<file path="src/rtl/pc_seq_pkg.sv">
// Shared types and constants for the program-counter sequencer.
package pc_seq_pkg;

  localparam int unsigned CAUSE_W = 2;

  typedef enum logic [1:0] {
    S_BOOT,
    S_FETCH,
    S_TRAP
  } state_e;

  // Ordered by priority so a numeric compare ranks redirects.
  typedef enum logic [1:0] {
    RD_NONE,
    RD_BRANCH,
    RD_JUMP,
    RD_TRAP
  } rd_kind_e;

  localparam logic [CAUSE_W-1:0] CAUSE_NONE     = 2'd0;
  localparam logic [CAUSE_W-1:0] CAUSE_EXT      = 2'd1;
  localparam logic [CAUSE_W-1:0] CAUSE_MISALIGN = 2'd2;

  // A new redirect replaces a latched one unless the latched one outranks it.
  function automatic logic rd_wins(input rd_kind_e new_k, input rd_kind_e old_k);
    return (new_k != RD_NONE) && (new_k >= old_k);
  endfunction

endpackage

</file>
<file path="src/rtl/pc_seq_if.sv">
// Fetch/redirect bus between the sequencer, PC register, imem and execute logic.
interface pc_seq_if #(
  parameter int unsigned ADDR_W = 32
) ();
  import pc_seq_pkg::*;

  logic [ADDR_W-1:0]  address;
  logic [ADDR_W-1:0]  next_address;
  logic               imem_req;
  logic [ADDR_W-1:0]  imem_addr;
  logic               imem_ready;
  logic               stall;
  logic               branch_taken;
  logic [ADDR_W-1:0]  branch_target;
  logic               jump_en;
  logic [ADDR_W-1:0]  jump_target;
  logic               trap_req;
  logic               instr_valid;
  logic [ADDR_W-1:0]  epc;
  logic [CAUSE_W-1:0] trap_cause;

  modport master (
    input  address, imem_ready, stall, branch_taken, branch_target,
           jump_en, jump_target, trap_req,
    output next_address, imem_req, imem_addr, instr_valid, epc, trap_cause
  );

  modport slave (
    output address, imem_ready, stall, branch_taken, branch_target,
           jump_en, jump_target, trap_req,
    input  next_address, imem_req, imem_addr, instr_valid, epc, trap_cause
  );

endinterface

</file>
<file path="src/rtl/pc_redirect_sel.sv">
// Combinational priority select of redirect kind/target (trap > jump > branch).
// PC_SEQ_MISALIGN_TRAP_EN: flag misaligned targets instead of clearing bits [1:0].
module pc_redirect_sel
  import pc_seq_pkg::*;
#(
  parameter int unsigned ADDR_W = 32
) (
  input  logic              trap_i,
  input  logic              jump_en_i,
  input  logic [ADDR_W-1:0] jump_target_i,
  input  logic              branch_taken_i,
  input  logic [ADDR_W-1:0] branch_target_i,
  output rd_kind_e          kind_c_o,
  output logic [ADDR_W-1:0] target_c_o,
  output logic              misalign_c_o
);

  always_comb begin
    kind_c_o   = RD_NONE;
    target_c_o = '0;
    if (trap_i) begin
      kind_c_o = RD_TRAP;
    end else if (jump_en_i) begin
      kind_c_o   = RD_JUMP;
      target_c_o = jump_target_i;
    end else if (branch_taken_i) begin
      kind_c_o   = RD_BRANCH;
      target_c_o = branch_target_i;
    end
`ifdef PC_SEQ_MISALIGN_TRAP_EN
    misalign_c_o = (target_c_o[1:0] != 2'b00);
`else
    misalign_c_o     = 1'b0;
    target_c_o[1:0]  = 2'b00;
`endif
  end

endmodule

</file>
<file path="src/rtl/pc_sequencer.sv">
// Program-counter sequencer: boot vector, fetch handshake, redirect buffering, trap entry.
// Misaligned-target traps are enabled with PC_SEQ_MISALIGN_TRAP_EN (see pc_redirect_sel).
module pc_sequencer
  import pc_seq_pkg::*;
#(
  parameter int unsigned       ADDR_W       = 32,
  parameter logic [ADDR_W-1:0] RESET_VECTOR = '0,
  parameter logic [ADDR_W-1:0] TRAP_VECTOR  = ADDR_W'(32'h0000_0100),
  parameter int unsigned       INSTR_BYTES  = 4
) (
  input  logic     clk,
  input  logic     rst_n,
  pc_seq_if.master bus
);

  state_e               state_q, state_d;
  logic                 pend_valid_q, pend_valid_d;
  rd_kind_e             pend_kind_q, pend_kind_d;
  logic [ADDR_W-1:0]    pend_target_q, pend_target_d;
  logic [ADDR_W-1:0]    epc_q, epc_d;
  logic [CAUSE_W-1:0]   cause_q, cause_d;

  rd_kind_e             sel_kind_c;
  logic [ADDR_W-1:0]    sel_target_c;
  logic                 sel_misalign_c;
  logic                 pend_misalign_c;
  logic [ADDR_W-1:0]    next_addr_c;
  logic                 imem_req_c;
  logic                 instr_valid_c;

  // One selector feeds both the live redirect and the pending-latch update.
  pc_redirect_sel #(.ADDR_W(ADDR_W)) u_sel (
    .trap_i          (bus.trap_req),
    .jump_en_i       (bus.jump_en),
    .jump_target_i   (bus.jump_target),
    .branch_taken_i  (bus.branch_taken),
    .branch_target_i (bus.branch_target),
    .kind_c_o        (sel_kind_c),
    .target_c_o      (sel_target_c),
    .misalign_c_o    (sel_misalign_c)
  );

  // Low bits are only ever non-zero when the misalign trap feature is built in.
  assign pend_misalign_c = (pend_kind_q != RD_TRAP) && (pend_target_q[1:0] != 2'b00);

  always_ff @(posedge clk or negedge rst_n) begin
    if (!rst_n) begin
      state_q       <= S_BOOT;
      pend_valid_q  <= 1'b0;
      pend_kind_q   <= RD_NONE;
      pend_target_q <= '0;
      epc_q         <= '0;
      cause_q       <= CAUSE_NONE;
    end else begin
      state_q       <= state_d;
      pend_valid_q  <= pend_valid_d;
      pend_kind_q   <= pend_kind_d;
      pend_target_q <= pend_target_d;
      epc_q         <= epc_d;
      cause_q       <= cause_d;
    end
  end

  always_comb begin
    state_d       = state_q;
    pend_valid_d  = pend_valid_q;
    pend_kind_d   = pend_kind_q;
    pend_target_d = pend_target_q;
    epc_d         = epc_q;
    cause_d       = cause_q;
    next_addr_c   = bus.address;
    imem_req_c    = 1'b0;
    instr_valid_c = 1'b0;

    unique case (state_q)
      S_BOOT: begin
        next_addr_c = RESET_VECTOR;
        state_d     = S_FETCH;
      end
      S_TRAP: begin
        next_addr_c = TRAP_VECTOR;
        state_d     = S_FETCH;
      end
      S_FETCH: begin
        imem_req_c = 1'b1;
        if (!bus.imem_ready) begin
          if (rd_wins(sel_kind_c, pend_kind_q)) begin
            pend_valid_d  = 1'b1;
            pend_kind_d   = sel_kind_c;
            pend_target_d = sel_target_c;
          end
        end else if (pend_valid_q) begin
          // Fetched word is on the wrong path: drop it and apply the redirect.
          pend_valid_d = 1'b0;
          pend_kind_d  = RD_NONE;
          if (pend_kind_q == RD_TRAP || pend_misalign_c) begin
            epc_d   = bus.address;
            cause_d = (pend_kind_q == RD_TRAP) ? CAUSE_EXT : CAUSE_MISALIGN;
            state_d = S_TRAP;
          end else begin
            next_addr_c = pend_target_q;
          end
        end else if (!bus.stall) begin
          instr_valid_c = 1'b1;
          if (sel_kind_c == RD_TRAP || sel_misalign_c) begin
            epc_d   = bus.address;
            cause_d = (sel_kind_c == RD_TRAP) ? CAUSE_EXT : CAUSE_MISALIGN;
            state_d = S_TRAP;
          end else if (sel_kind_c != RD_NONE) begin
            next_addr_c = sel_target_c;
          end else begin
            next_addr_c = bus.address + ADDR_W'(INSTR_BYTES);
          end
        end
      end
      default: begin
        state_d = S_BOOT;
      end
    endcase
  end

  assign bus.next_address = next_addr_c;
  assign bus.imem_req     = imem_req_c;
  assign bus.imem_addr    = bus.address;
  assign bus.instr_valid  = instr_valid_c;
  assign bus.epc          = epc_q;
  assign bus.trap_cause   = cause_q;

endmodule

</file>
<file path="src/flat_wrapper.sv">
// flat-port wrapper written by rule: the top's interface ports become plain ports
module pc_sequencer_flat import pc_seq_pkg::*;
#(
  parameter int unsigned       ADDR_W       = 32,
  parameter logic [ADDR_W-1:0] RESET_VECTOR = '0,
  parameter logic [ADDR_W-1:0] TRAP_VECTOR  = ADDR_W'(32'h0000_0100),
  parameter int unsigned       INSTR_BYTES  = 4
)
  (clk, rst_n, bus_address, bus_imem_ready, bus_stall, bus_branch_taken, bus_branch_target, bus_jump_en, bus_jump_target, bus_trap_req, bus_next_address, bus_imem_req, bus_imem_addr, bus_instr_valid, bus_epc, bus_trap_cause);
  pc_seq_if #(.ADDR_W(ADDR_W)) bus_i ();
  input  logic clk;
  input  logic rst_n;
  input wire logic [$bits(bus_i.address)-1:0] bus_address;
  input wire logic [$bits(bus_i.imem_ready)-1:0] bus_imem_ready;
  input wire logic [$bits(bus_i.stall)-1:0] bus_stall;
  input wire logic [$bits(bus_i.branch_taken)-1:0] bus_branch_taken;
  input wire logic [$bits(bus_i.branch_target)-1:0] bus_branch_target;
  input wire logic [$bits(bus_i.jump_en)-1:0] bus_jump_en;
  input wire logic [$bits(bus_i.jump_target)-1:0] bus_jump_target;
  input wire logic [$bits(bus_i.trap_req)-1:0] bus_trap_req;
  output wire logic [$bits(bus_i.next_address)-1:0] bus_next_address;
  output wire logic [$bits(bus_i.imem_req)-1:0] bus_imem_req;
  output wire logic [$bits(bus_i.imem_addr)-1:0] bus_imem_addr;
  output wire logic [$bits(bus_i.instr_valid)-1:0] bus_instr_valid;
  output wire logic [$bits(bus_i.epc)-1:0] bus_epc;
  output wire logic [$bits(bus_i.trap_cause)-1:0] bus_trap_cause;
  assign bus_i.address = bus_address;
  assign bus_i.imem_ready = bus_imem_ready;
  assign bus_i.stall = bus_stall;
  assign bus_i.branch_taken = bus_branch_taken;
  assign bus_i.branch_target = bus_branch_target;
  assign bus_i.jump_en = bus_jump_en;
  assign bus_i.jump_target = bus_jump_target;
  assign bus_i.trap_req = bus_trap_req;
  assign bus_next_address = bus_i.next_address;
  assign bus_imem_req = bus_i.imem_req;
  assign bus_imem_addr = bus_i.imem_addr;
  assign bus_instr_valid = bus_i.instr_valid;
  assign bus_epc = bus_i.epc;
  assign bus_trap_cause = bus_i.trap_cause;
  pc_sequencer #(.ADDR_W(ADDR_W), .RESET_VECTOR(RESET_VECTOR), .TRAP_VECTOR(TRAP_VECTOR), .INSTR_BYTES(INSTR_BYTES)) u_core (.clk(clk), .rst_n(rst_n), .bus(bus_i));
endmodule
</file>
<file path="config.mk">
export PLATFORM = sky130hd
export DESIGN_NAME = pc_sequencer_flat
export DESIGN_NICKNAME = d
export VERILOG_FILES = /design/src/rtl/pc_seq_pkg.sv /design/src/rtl/pc_seq_if.sv /design/src/rtl/pc_redirect_sel.sv /design/src/rtl/pc_sequencer.sv /design/src/flat_wrapper.sv
export SDC_FILE = /design/constraint.sdc
export NUM_CORES = 1
export LEC_CHECK = 0
export ABC_AREA = 1
export BUFFER_PORTS_ARGS = -buffer_cell sky130_fd_sc_hd__buf_4
export CAP_MARGIN = 20
export CORE_MARGIN = 3
export CORE_UTILIZATION = 40
export CTS_CLUSTER_SIZE = 8
export DETAILED_ROUTE_END_ITERATION = 16
export PLACE_DENSITY = 0.72
export SKIP_CTS_REPAIR_TIMING = 1
export SYNTH_ARGS = -nofsm -noshare
export SYNTH_HDL_FRONTEND = slang
export SYNTH_SLANG_ARGS = --single-unit
export TNS_END_PERCENT = 5
</file>
<file path="constraint.sdc">
create_clock -name clk -period 1.95 [get_ports clk]
set_input_delay 0.0975 -clock clk [delete_from_list [all_inputs] [get_ports clk]]
set_output_delay 0.0975 -clock clk [all_outputs]
set_load 0.05 [all_outputs]
</file>
==> summary.txt <==
STA
  • Fin crit period: approximately 2 ns
  • Max Fclk: 0.508 GHz
  • Final hold violations: 0
  • Final period utilization: 1.01
  • Fin Hold WS: approximately 0.04 ns
  • Setup Skew: between 0.006 and 0.007 ns
  • Slew Viols, Final: 0
  • RSZ-0062 raised after global routing: yes
  • Final setup margin: -0.0172 ns
  • Final Setup Violations: 1

Floorplan
  • Chip width: between 100 and 150 microns
  • Core area: ~13000 sq um
  • Cell row count: between 40 and 50
  • Starting Density: 0.415
  • Ports: 203
  • Die Area: roughly 15000 sq um
  • Die Ht: about 120 microns

Clock tree
  • CTS root buf: clkbuf_16
  • H-tree depth: 3
  • Reg clk slew, reported paths: around 0.06 ns
  • Total CTS buffers: 9
  • CTS sink cnt: a little under 70
  • Insertion delay to the later sink of the worst-skew pair: 0.34 ns
  • TritonCTS clock tree: done
  • Max Buffers Root-to-Sink: 2

Synth
  • Synth Warn #: 0
  • EDFF count, synth: 0
  • Yosys reg bits: slightly below 70
  • Distinct cells, synth: 38
  • Synth Flop Type: dfrtp_1
  • Most frequent cell after synthesis: nand2_1
  • Syn_nets: slightly below 1000
  • Mapped Cells: ~870
  • Mapped Avg Cell Area: around 6.5 sq um
  • Netlist Area Pre-Place: roughly 5600 sq um
  • Top cells by count, synth: nand2_1 (259), o21ai_0 (81), dfrtp_1 (68)
  • Synth top area share: 0.304
  • Post-synthesis sequential area ratio: 0.304
  • Ys async rst share: 1.00
  • Top cells by area, synth: dfrtp_1 (30%), nand2_1 (17%), o21ai_0 (7.3%)
  • Synth area leader: dfrtp_1

Critical path
  • Startpoint types: flop
  • CP required: about 1.9 ns
  • Crit path largest cell delay: ~0.46 ns
  • CP Cell Sequence: inv_2, nor2_2, inv_1, o21ai_0, buf_4
  • Crit-path slowest cell: dfrtp_1
  • Crit path capture type: primary output
  • CP Class: reg -> out
  • Max FO, Critical Path: 14
  • CP Data Arrival Time: ~1.9 ns

Pwr
  • Total Power: approximately 11 mW
  • Pwr dens: 1460 nW/um^2
  • Static Leak: 3.75 nW
  • Peak VDD IR: about 0.55 mV

Routing
  • Routed Wire Length: roughly 20000 microns
  • Residual DRC count: 0
  • Routed via count: approximately 6400
  • Vias/cell: about 5.3
  • ANT nets after route: 0
  • Wire length per cell: between 15 and 20 microns
  • First-pass DRT Iterations: 5
  • Initial DRC count: a little over 700

Final layout
  • Final instance area: about 7600 sq um
  • Core Util, Final: 0.563
  • # diodes: 0
  • Share of cells above drive strength 1: 0.278
  • Layout area overhead: 35.5%
  • Layout Nets: approximately 1100

Placed design
  • Port buffer count: 197
  • DP HPWL: about 16000 microns
  • Placer Congestion: approximately 0.94
  • Area after DPL: just over 7000 sq um

Global route
  • Met3 usage: 0.0399
  • Vias in the first global route: 5841
  • GR peak layer: met1
  • Antenna violations before repair: 0
  • Largest net degree at the start of global routing: 65
  • Routing usage on met1: 0.379
  • GRT Residual Overflow: 0
  • Routing usage on met2: 0.377
  • First-pass GRT wire length: around 32000 microns
  • Tot GR Track Use: 0.253

Run
  • Maxcap violations: 0

Status
  • Failing checks: negative setup slack
  • Status: finished with violations

Worst hold path
  • Worst hold path class: in -> reg
## routing by layer
layer,part of all wire,wire length (microns)
met5,0,0
met4,0.016,324
met3,0.084,1690
met2,0.44,8750
met1,0.46,9270
## kinds of logic after synthesis
group	Yosys count	share of synthesized area
flip-flops	68	0.304
AO/OA/AOI/OAI	227	0.237
AND/OR/NAND/NOR	408	0.306
buffers and inverters	153	0.138
other	1	0.000671
adder cells (fa/ha/maj)	3	0.00672
XOR/XNOR	5	0.00783
## sequential cells by signal, indices dropped and copies added, names as in the netlist
signal / flops
u_core.bus.epc: 32
u_core.state_q: 2
u_core.bus.trap_cause: 1
u_core.pend_target_q: 30
u_core.pend_kind_q: 2
u_core.pend_valid_q: 1
## cell usage in the layout (no fill, tap or decap), drive strengths merged
| cell | count |
|---|---|
| dfrtp | 68 |
| o31ai | 9 |
| xor2 | 5 |
| nor3b | 1 |
| and2 | 1 |
| or2 | 1 |
| a31o | 1 |
| nand4 | 5 |
| clkinv | 1 |
| o21bai | 1 |
| conb | 1 |
| dlygate4sd3 | 1 |
| o211ai | 13 |
| ha | 3 |
| o22ai | 5 |
| clkbuf | 10 |
| clkinvlp | 3 |
| nand2 | 265 |
| o21ai | 127 |
| bufinv | 4 |
| nor3 | 5 |
| buf | 228 |
| nor4 | 1 |
| inv | 73 |
| a22o | 16 |
| nor2 | 71 |
| a22oi | 12 |
| nand3 | 58 |
| a21oi | 43 |
## area by class of cell
type	count	area, sq um
fill	1335	5880
clock inverter	6	135
clock buffer	10	239
tap	176	220
sequential	68	1700
multi-input combinational	644	3150
timing repair buffer	229	1840
inverter	75	288
## worst paths after layout
kind / start / endpoint / slack [ns] / depth (start not counted)
max in group asynchronous: rst_n / u_core.bus.epc[26] / 1.17 / 3
worst max-delay path: u_core.state_q[0] / bus_next_address[12] / -0.02 / 5
worst min-delay path: bus_address[1] / u_core.bus.epc[1] / 0.04 / 3
worst max register to register: u_core.pend_kind_q[0] / u_core.pend_target_q[3] / 0.16 / 9
min in group asynchronous: rst_n / u_core.pend_target_q[7] / 0.23 / 2
worst min register to register: u_core.bus.trap_cause[0] / u_core.bus.trap_cause[0] / 0.48 / 1
## worst max-delay path, delay by kind of cell (launching register included)
family,cells,cell delay (ns)
flip-flops,1,0.46
AO/OA/AOI/OAI,1,0.35
AND/OR/NAND/NOR,1,0.13
buffers and inverters,3,0.59
## where the power goes
part / internal (mW) / switching, mW
logic: 2.15 / 4.54
clock network: 1.41 / 0.622
registers: 1.97 / 0.367
## metrics by stage
| stage | setup slack, ns | TNS [ns] | std cells |
|---|---|---|---|
| finish | -0.0172 | -0.0172 | 1208 |
| global route | -0.0640 | -0.432 | 1208 |
| CTS | -0.110 | -1.02 | 1204 |
| detailed placement | 0.129 | 0 | 1188 |
| global placement | 0.145 | 0 | 1188 |
| floorplan | -0.183 | -1.49 | 865 |
(Power assumes the default switching activity.)
